File: src/rtl/if_fetch_stage_if.sv
// if_fetch_stage_if: fetch-stage bus bundling branch/stall control, the imem req/ack port and the IF/ID register.
interface if_fetch_stage_if #(
    parameter int ADDR_W = 32,
    parameter int DATA_W = 32
);
    logic              PC_sel;
    logic [ADDR_W-1:0] branch_target;
    logic              stall;
    logic              imem_req;
    logic [ADDR_W-1:0] imem_addr;
    logic              imem_ack;
    logic [DATA_W-1:0] imem_rdata;
    logic [ADDR_W-1:0] IF_ID_pc4;
    logic [DATA_W-1:0] IF_ID_instr;
    logic              IF_ID_valid;

    modport master (
        input  PC_sel, branch_target, stall, imem_ack, imem_rdata,
        output imem_req, imem_addr, IF_ID_pc4, IF_ID_instr, IF_ID_valid
    );

    modport slave (
        output PC_sel, branch_target, stall, imem_ack, imem_rdata,
        input  imem_req, imem_addr, IF_ID_pc4, IF_ID_instr, IF_ID_valid
    );
endinterface

File: src/rtl/if_fetch_stage.sv
// if_fetch_stage: owns the PC, fetches words over req/ack and loads IF/ID, honouring branch redirect and stall.
module if_fetch_stage #(
    parameter int                ADDR_W   = 32,
    parameter int                DATA_W   = 32,
    parameter logic [ADDR_W-1:0] RESET_PC = '0
) (
    input logic               clk,
    input logic               reset,
    if_fetch_stage_if.master  bus
);
    typedef enum logic [1:0] {FETCH, DRAIN, HOLD} state_t;

    state_t            r_state;
    logic [ADDR_W-1:0] r_pc;
    logic [ADDR_W-1:0] r_drain_addr;
    logic [ADDR_W-1:0] r_buf_pc4;
    logic [DATA_W-1:0] r_buf_instr;
    logic [ADDR_W-1:0] r_pc4;
    logic [DATA_W-1:0] r_instr;
    logic              r_valid;
    logic [ADDR_W-1:0] w_pc_inc;
    logic [ADDR_W-1:0] w_target;

    assign w_pc_inc = r_pc + ADDR_W'(4);
    assign w_target = bus.branch_target & ~ADDR_W'(3);

    // A redirected request stays on the bus at its old address until memory acks it.
    assign bus.imem_req    = !reset && r_state != HOLD;
    assign bus.imem_addr   = r_state == DRAIN ? r_drain_addr : r_pc;
    assign bus.IF_ID_pc4   = r_pc4;
    assign bus.IF_ID_instr = r_instr;
    assign bus.IF_ID_valid = r_valid;

    always_ff @(posedge clk) begin
        if (reset) begin
            r_state      <= FETCH;
            r_pc         <= RESET_PC;
            r_drain_addr <= '0;
            r_buf_pc4    <= '0;
            r_buf_instr  <= '0;
            r_pc4        <= '0;
            r_instr      <= '0;
            r_valid      <= 1'b0;
        end else begin
            case (r_state)
                FETCH: begin
                    if (bus.PC_sel) begin
                        r_pc    <= w_target;
                        r_valid <= 1'b0;
                        r_instr <= '0;
                        if (!bus.imem_ack) begin
                            r_state      <= DRAIN;
                            r_drain_addr <= r_pc;
                        end
                    end else if (bus.imem_ack) begin
                        r_pc <= w_pc_inc;
                        if (bus.stall) begin
                            r_buf_pc4   <= w_pc_inc;
                            r_buf_instr <= bus.imem_rdata;
                            r_state     <= HOLD;
                        end else begin
                            r_pc4   <= w_pc_inc;
                            r_instr <= bus.imem_rdata;
                            r_valid <= 1'b1;
                        end
                    end else if (!bus.stall) begin
                        r_valid <= 1'b0;
                        r_instr <= '0;
                    end
                end
                DRAIN: begin
                    if (bus.PC_sel) r_pc <= w_target;
                    if (bus.imem_ack) r_state <= FETCH;
                end
                HOLD: begin
                    if (bus.PC_sel) begin
                        r_pc    <= w_target;
                        r_valid <= 1'b0;
                        r_instr <= '0;
                        r_state <= FETCH;
                    end else if (!bus.stall) begin
                        r_pc4   <= r_buf_pc4;
                        r_instr <= r_buf_instr;
                        r_valid <= 1'b1;
                        r_state <= FETCH;
                    end
                end
                default: r_state <= FETCH;
            endcase
        end
    end
endmodule

File: src/flat_wrapper.sv
// flat-port wrapper written by rule: the top's interface ports become plain ports
module if_fetch_stage_flat 
#(
    parameter int                ADDR_W   = 32,
    parameter int                DATA_W   = 32,
    parameter logic [ADDR_W-1:0] RESET_PC = '0
)
  (clk, reset, bus_PC_sel, bus_branch_target, bus_stall, bus_imem_ack, bus_imem_rdata, bus_imem_req, bus_imem_addr, bus_IF_ID_pc4, bus_IF_ID_instr, bus_IF_ID_valid);
  if_fetch_stage_if #(.ADDR_W(ADDR_W), .DATA_W(DATA_W)) bus_i ();
  input logic clk;
  input logic reset;
  input wire logic [$bits(bus_i.PC_sel)-1:0] bus_PC_sel;
  input wire logic [$bits(bus_i.branch_target)-1:0] bus_branch_target;
  input wire logic [$bits(bus_i.stall)-1:0] bus_stall;
  input wire logic [$bits(bus_i.imem_ack)-1:0] bus_imem_ack;
  input wire logic [$bits(bus_i.imem_rdata)-1:0] bus_imem_rdata;
  output wire logic [$bits(bus_i.imem_req)-1:0] bus_imem_req;
  output wire logic [$bits(bus_i.imem_addr)-1:0] bus_imem_addr;
  output wire logic [$bits(bus_i.IF_ID_pc4)-1:0] bus_IF_ID_pc4;
  output wire logic [$bits(bus_i.IF_ID_instr)-1:0] bus_IF_ID_instr;
  output wire logic [$bits(bus_i.IF_ID_valid)-1:0] bus_IF_ID_valid;
  assign bus_i.PC_sel = bus_PC_sel;
  assign bus_i.branch_target = bus_branch_target;
  assign bus_i.stall = bus_stall;
  assign bus_i.imem_ack = bus_imem_ack;
  assign bus_i.imem_rdata = bus_imem_rdata;
  assign bus_imem_req = bus_i.imem_req;
  assign bus_imem_addr = bus_i.imem_addr;
  assign bus_IF_ID_pc4 = bus_i.IF_ID_pc4;
  assign bus_IF_ID_instr = bus_i.IF_ID_instr;
  assign bus_IF_ID_valid = bus_i.IF_ID_valid;
  if_fetch_stage #(.ADDR_W(ADDR_W), .DATA_W(DATA_W), .RESET_PC(RESET_PC)) u_core (.clk(clk), .reset(reset), .bus(bus_i));
endmodule
File: config.mk
export PLATFORM = sky130hd
export DESIGN_NAME = if_fetch_stage_flat
export DESIGN_NICKNAME = d
export VERILOG_FILES = /design/src/rtl/if_fetch_stage_if.sv /design/src/rtl/if_fetch_stage.sv /design/src/flat_wrapper.sv
export SDC_FILE = /design/constraint.sdc
export NUM_CORES = 1
export LEC_CHECK = 0
export ABC_AREA = 1
export CAP_MARGIN = 0
export CELL_PAD_IN_SITES_DETAIL_PLACEMENT = 1
export CELL_PAD_IN_SITES_GLOBAL_PLACEMENT = 2
export CORE_UTILIZATION = 38
export DETAILED_ROUTE_END_ITERATION = 10
export DONT_BUFFER_PORTS = 1
export PLACE_DENSITY = 0.94
export SYNTH_ARGS = -nofsm -noshare
export SYNTH_HDL_FRONTEND = slang
export SYNTH_SLANG_ARGS = --single-unit
File: constraint.sdc
create_clock -name clk -period 2.4 [get_ports clk]
set_input_delay 0.24 -clock clk [delete_from_list [all_inputs] [get_ports clk]]
set_output_delay 0.24 -clock clk [all_outputs]
set_load 0.1 [all_outputs]
==> summary.txt, run 1 <==
Route
  • DRC: 0
  • Met1 Wirelength: 13,300 um
  • Top Metal Used: met5
  • Iteration-0 DRC Markers: 517
  • Wire length on met3: 1330 um
  • DRT Pass-1 Iters: 4
  • Met2 WL post-DR: 14,100 um
  • DR vias/cell: 5.31
  • Remaining antenna violation count after routing: 0
  • Final WL: 29,200 um
  • WL/cell: 17.9 um
  • Vias: 8,675

Timing
  • Worst setup margin: 0.137 ns
  • Fmax: 442 MHz
  • Final Slew Violations: 0
  • Setup TNS: 0 ns
  • Hold Fails Final Rpt: 0
  • Final min period: 2.26 ns
  • Rel. slew slack: 58.2%
  • RSZ-0062 raised after global routing: no
  • Slew @ Worst Pin: 0.627 ns
  • Final setup vio count: 0
  • Final worst clock skew: 0.0185 ns
  • Final period utilization: 94.3%

Critical path
  • Crit path capture: bus_imem_req
  • WP data arrival: 2.02 ns
  • Crit path required time: 2.16 ns
  • Crit path largest cell delay: 0.49 ns
  • Reg2Reg Launch Point: u_core.r_pc[2]
  • R2R depth: 9
  • WP buf/inv: 3
  • Worst path cell trace: inv_1 -> ha_2 -> buf_4 -> nor2_2 -> buf_4
  • Critical path type: reg2out
  • Critical Path Most Common Cell: buf_4
  • CP top delay family: buffers and inverters
  • Max FO, Critical Path: 49
  • CP endpoint kind: output port
  • Worst setup startpoint: u_core.r_state[0]
  • WP depth: 5
  • CP max-delay cell: buf_4
  • CP startpoint kind: flip-flop
  • R2R Setup Slk: 0.39 ns
  • Worst R2R End: u_core.bus.IF_ID_pc4[20]

Floorplan
  • Die Height: 153 um
  • Die Wd: 153 um
  • Core footprint: 22,600 um2
  • I/O pins: 167
  • Num rows: 55
  • Die area: 23,500 um2
  • Starting density of the core: 38.6%

Worst hold path
  • Worst Hold Class: in2reg

Pwr
  • Peak VDD IR: 776 uV
  • Tot Pwr: 14.2 mW
  • PwrDens: 1320 nW/um2
  • P_leak: 4.51 nW

Clock network
  • Hold-fix buffers at CTS: 43
  • Longest Clk Path Bufs: 2
  • CTS root buffer: clkbuf_16
  • Later-pin clock latency in the skew report: 0.45 ns
  • CTS Buf Count: 17
  • Worst-path clk slew: 0.08 ns
  • Clock tree sinks: 187
  • CTS tree: built
  • H-tree depth: 4
  • Post_cts resized: 0
  • Postcts setup bufs: 0

Synth
  • Most numerous cell in the Yosys netlist: nand2_1
  • Seq cells post-synth: 187
  • Top cell type's share of synthesized area: 43.0%
  • Area leader, netlist: dfxtp_1
  • Synth unique cells: 31
  • Number of enable flip-flop cells after synthesis: 0
  • Cells after synthesis: 1,246
  • Mapped Area: 8700 um2
  • Asr flop ratio synth: 0%
  • Mean Syn Cell Area: 6.99 um2
  • Main flop type after synthesis: dfxtp_1
  • Synth warn: 0
  • Top cells by area, synth: dfxtp_1 (43%), o21ai_0 (11%), nand2_1 (10%)
  • Synth cell count leaders: nand2_1 (239), dfxtp_1 (187), o21ai_0 (184), a21oi_1 (152), nor2_1 (141)
  • Sequential area share after synthesis: 43.0%

Global route
  • Largest net degree at the start of global routing: 95
  • Vias in the first global route: 8,991
  • Initial antenna violation count: 2
  • All-layer global routing usage: 25.2%
  • First-pass GRT wire length: 47,100 um
  • Gr ovfl total: 0

Place
  • Final HPWL DP: 18,900 um
  • Dpl ws: 0.474 ns
  • Port-buffer cells: 0
  • GPL Wtd Cong: 0.891

Finish
  • Fin util: 47.7%
  • Final net count: 1,409
  • Layout area overhead: 23.7%
  • N_diodes: 0
  • Share of cells above drive strength 1: 18.5%

Run status
  • Status: completed

Flow run
  • MaxCap Viol Count: 0
## placed cells by master (no fill, tap or decap), types with 3 or more instances in the layout
cell             n
nand2_2          3
clkinv_8         4
buf_4          110
dlygate4sd3_1   42
a21oi_1        152
ha_1             3
inv_1           65
and2_1           3
o21ai_2         31
dfxtp_1        187
nand3_1         37
or2_2           45
inv_8            6
a31oi_1          8
xor2_1           7
conb_1           4
nor2_1         138
clkbuf_16       17
nand2_1        239
o211ai_1        33
buf_12           4
o21ai_0        154
clkinv_4         3
inv_2            6
o21ai_1         20
nor2_2           9
## where the power goes
part	internal, mW	switching (mW)	total [mW]
sequential	3.68	0.458	4.14
combinational	1.62	5.59	7.21
clock	1.41	1.47	2.88
total	6.72	7.51	14.2
## cell families after synthesis
kind of cell	count (synthesis)	synth area share (%)
adder cells (fa/ha/maj)	5	0.719
other	1	0.0431
flip-flops	187	43.0
AO/OA/AOI/OAI	398	24.0
XOR/XNOR	8	0.805
buffers and inverters	162	7.63
AND/OR/NAND/NOR	485	23.8
## worst register-to-register path: stages (launching register included)
cell and delay, ns:
dfxtp_1 0.46, ha_1 0.26, nand2_1 0.08, nor2_2 0.21
nand2_2 0.17, nor2_2 0.21, nand3_1 0.14, nand2_1 0.18
nand2_1 0.07, a21oi_1 0.15
## worst min-delay path by stage
| stage | cells past startpoint | to | slack, ns | startpoint |
|---|---|---|---|---|
| 2_1_floorplan | 2 | u_core.r_buf_instr[0] | 0.37 | bus_imem_rdata[0] |
| 3_3_place_gp | 1 | u_core.bus.IF_ID_instr[28] | 0.32 | reset |
| 3_5_place_dp | 1 | u_core.bus.IF_ID_instr[29] | 0.32 | reset |
| 4_1_cts | 2 | u_core.r_pc[4] | 0.0009 | bus_branch_target[4] |
| 5_1_grt | 2 | u_core.bus.IF_ID_instr[9] | 0.01 | bus_imem_rdata[9] |
| 6_report | 2 | u_core.r_pc[3] | 0.01 | bus_branch_target[3] |
## registers in the layout, indices dropped and copies added, names as in the netlist
register	count
u_core.r_state	2
u_core.r_pc	30
u_core.r_buf_instr	32
u_core.r_buf_pc4	30
u_core.bus.IF_ID_instr	32
u_core.r_drain_addr	30
u_core.bus.IF_ID_pc4	30
u_core.bus.IF_ID_valid	1
## final cells by class
| type | count | area, um2 |
|---|---|---|
| Clock inverter | 15 | 175 |
| Sequential cell | 187 | 3740 |
| Multi-Input combinational cell | 900 | 4440 |
| Tap cell | 285 | 357 |
| Clock buffer | 17 | 425 |
| Fill cell | 2863 | 11800 |
| Timing Repair Buffer | 157 | 1350 |
| Inverter | 72 | 272 |
## metal layers
layer,global-route usage [%],up-vias
li1,-,4299
met1,32.0,4170
met2,43.3,175
met3,5.10,27
met4,6.48,4
met5,0,-
## through the flow
| stage | cells | instance area (um2) | hold slack (ns) |
|---|---|---|---|
| finish | 1633 | 10800 | 0.00986 |
| floorplan | 1249 | 8720 | 0.375 |
| detailed placement | 1558 | 9720 | 0.318 |
| global route | 1633 | 10800 | 0.0131 |
| CTS | 1633 | 10800 | 0.000930 |
| global placement | 1558 | 9720 | 0.316 |
Power figures use the tool's default switching activity.
==> run 2, diff against run 1 <==
- ABC_AREA: 1 -> not set
- CORE_UTILIZATION: 38 -> 40
==> run 2 against run 1 <==
Effect of this change: synthesized cell count fell by 15%; core utilization rose by 7.3 points; register-to-register slack got worse by 0.33 ns; combinational power fell by 56%; die area fell by 5.9%; routed wire length rose by 8.5%; sequential power fell by 16%; non-clock buffer count rose by 72; largest power group is now sequential cells.
==> summary.txt, run 2 <==
Global route
  • First-pass GRT wire length: 48,300 um
  • Gr ovfl total: 0
  • Vias in the first global route: 9,000
  • Initial antenna violation count: 0
  • Largest net degree at the start of global routing: 118
  • All-layer global routing usage: 28.2%

Timing
  • Rel. slew slack: 53.2%
  • Hold Fails Final Rpt: 0
  • Final period utilization: 97.7%
  • Final Slew Violations: 0
  • Worst hold slack: 0.0205 ns
  • Final min period: 2.34 ns
  • Slew @ Worst Pin: 0.696 ns
  • Fmax: 427 MHz
  • Setup TNS: 0 ns
  • Final setup vio count: 0
  • Final worst clock skew: 0.0104 ns

Floorplan
  • Num rows: 53
  • Core footprint: 21,100 um2
  • Starting density of the core: 40.9%
  • Die Height: 149 um
  • I/O pins: 167
  • Die Wd: 149 um
  • Die area: 22,100 um2

Critical path
  • CP max-delay cell: dlygate4sd3_1
  • WP data arrival: 2.73 ns
  • CP top delay family: buffers and inverters
  • Max FO, Critical Path: 6
  • Crit path required time: 2.79 ns
  • CP endpoint kind: flip-flop
  • Worst path cell trace: inv_1 -> ha_2 -> nor2b_1 -> buf_4 -> nor4_4 -> buf_12 -> o211ai_1 -> a21oi_1 -> dlygate4sd3_1
  • CP startpoint kind: flip-flop
  • Crit path largest cell delay: 0.55 ns
  • WP buf/inv: 4
  • Critical path type: reg2reg

Flow run
  • MaxCap Viol Count: 0

Pwr
  • Peak VDD IR: 458 uV
  • PwrDens: 811 nW/um2
  • P_leak: 4.42 nW

Route
  • DR vias/cell: 5.73
  • Final WL: 31,600 um
  • DRC: 0
  • Remaining antenna violation count after routing: 0
  • Vias: 8,570
  • Iteration-0 DRC Markers: 448
  • DRT Pass-1 Iters: 4
  • WL/cell: 21.2 um

Worst hold path
  • Worst Hold Class: in2reg

Synth
  • Sequential area share after synthesis: 43.5%
  • Most numerous cell in the Yosys netlist: dfxtp_1
  • Synth unique cells: 57
  • Asr flop ratio synth: 0%
  • Seq cells post-synth: 187
  • Top cell type's share of synthesized area: 43.5%
  • Area leader, netlist: dfxtp_1
  • Cells after synthesis: 1,061
  • Top cells by area, synth: dfxtp_1 (43%), nand2_1 (8.1%), mux2_2 (7.6%)
  • Synth cell count leaders: dfxtp_1 (187), nand2_1 (185), a21oi_1 (120), nor2_1 (88), clkbuf_1 (87)
  • Synth warn: 0
  • Main flop type after synthesis: dfxtp_1
  • Mapped Area: 8620 um2
  • Number of enable flip-flop cells after synthesis: 0
  • Mean Syn Cell Area: 8.12 um2

Finish
  • Final net count: 1,281
  • Fin util: 55.0%
  • N_diodes: 0
  • Layout area overhead: 34.6%
  • Most frequent cells in the layout: nand2_1 (185), dfxtp_1 (185), buf_4 (121)
  • Share of cells above drive strength 1: 23.4%

Place
  • Port-buffer cells: 0
  • Final HPWL DP: 19,200 um
  • GPL Wtd Cong: 0.870

Run status
  • Status: completed

Clock network
  • CTS Buf Count: 17
  • Clock tree sinks: 187
  • CTS root buffer: clkbuf_16
  • Later-pin clock latency in the skew report: 0.45 ns
  • H-tree depth: 4
  • Longest Clk Path Bufs: 2
  • Worst-path clk slew: 0.07 ns
  • CTS tree: built
run 2: final timing paths:
check	start	end	slack [ns]	depth (start not counted)
max	u_core.r_state[0]	u_core.bus.IF_ID_pc4[6]	0.06	9
min	bus_branch_target[14]	u_core.r_pc[14]	0.02	2
max reg2reg	u_core.r_state[0]	u_core.bus.IF_ID_pc4[6]	0.06	9
min reg2reg	u_core.r_buf_instr[27]	u_core.r_buf_instr[27]	0.46	2
run 2: what timing repair did:
item | CTS | global route
hold buffers | 68 | 1
setup buffers | 0 | 12
endpoints found under the hold margin | 152 | 2
resized for setup | 0 | 10
setup endpoints to repair | 0 | 44
run 2: stage by stage:
stage	instances	area, um2	setup slack (ns)	power, mW
2_1_floorplan	1064	8630	-0.181	5.51
3_3_place_gp	1383	10200	0.233	6.40
3_5_place_dp	1383	10200	0.137	6.46
4_1_cts	1483	11500	0.0143	9.36
5_1_grt	1495	11600	-0.0538	9.72
6_report	1495	11600	0.0561	9.40
run 2: routing by layer:
metal / up-vias / part of all wire [%] / track usage (%)
met5: - / 0 / 0
met4: 0 / 4.2 / 13.0
met3: 80 / 5.9 / 6.76
met2: 267 / 51 / 50.2
met1: 4219 / 39 / 31.7
li1: 4004 / - / -
run 2: worst reg2reg max path, delay by kind of cell, from the launching register on:
| family | cells | cell delay [ns] |
|---|---|---|
| AOI/OAI and AO/OA | 2 | 0.26 |
| adders and majority gates | 1 | 0.21 |
| buffers and inverters | 4 | 0.96 |
| DFF | 1 | 0.35 |
| and+or+nand+nor | 2 | 0.52 |
run 2: cell type report:
type / instances / area [um2]
clock buffers: 18 / 439
clock inverters: 14 / 129
fillers: 2443 / 9490
inverters: 12 / 45.0
multi-input cells: 760 / 4480
flip-flops and latches: 187 / 3750
well taps: 275 / 344
repair buffers: 229 / 2410
run 2: kinds of logic (layout without fill, tap and decap cells):
kind of cell / after synthesis / count (layout) / synth area share, %
xor gates and xnor gates: 24 / 24 / 2.44
muxes: 62 / 62 / 8.05
buffers and inverters: 117 / 273 / 5.49
DFF: 187 / 187 / 43.5
other: 1 / 4 / 0.0435
AOI/OAI and AO/OA: 282 / 282 / 19.9
adders and majority gates: 5 / 5 / 0.726
and+or+nand+nor: 383 / 383 / 19.9
run 2: report_power, final:
part	total [mW]	internal, mW	switching, mW
registers	3.46	3.31	0.151
logic	3.16	1.07	2.09
clock network	2.78	1.40	1.38
total	9.40	5.77	3.63
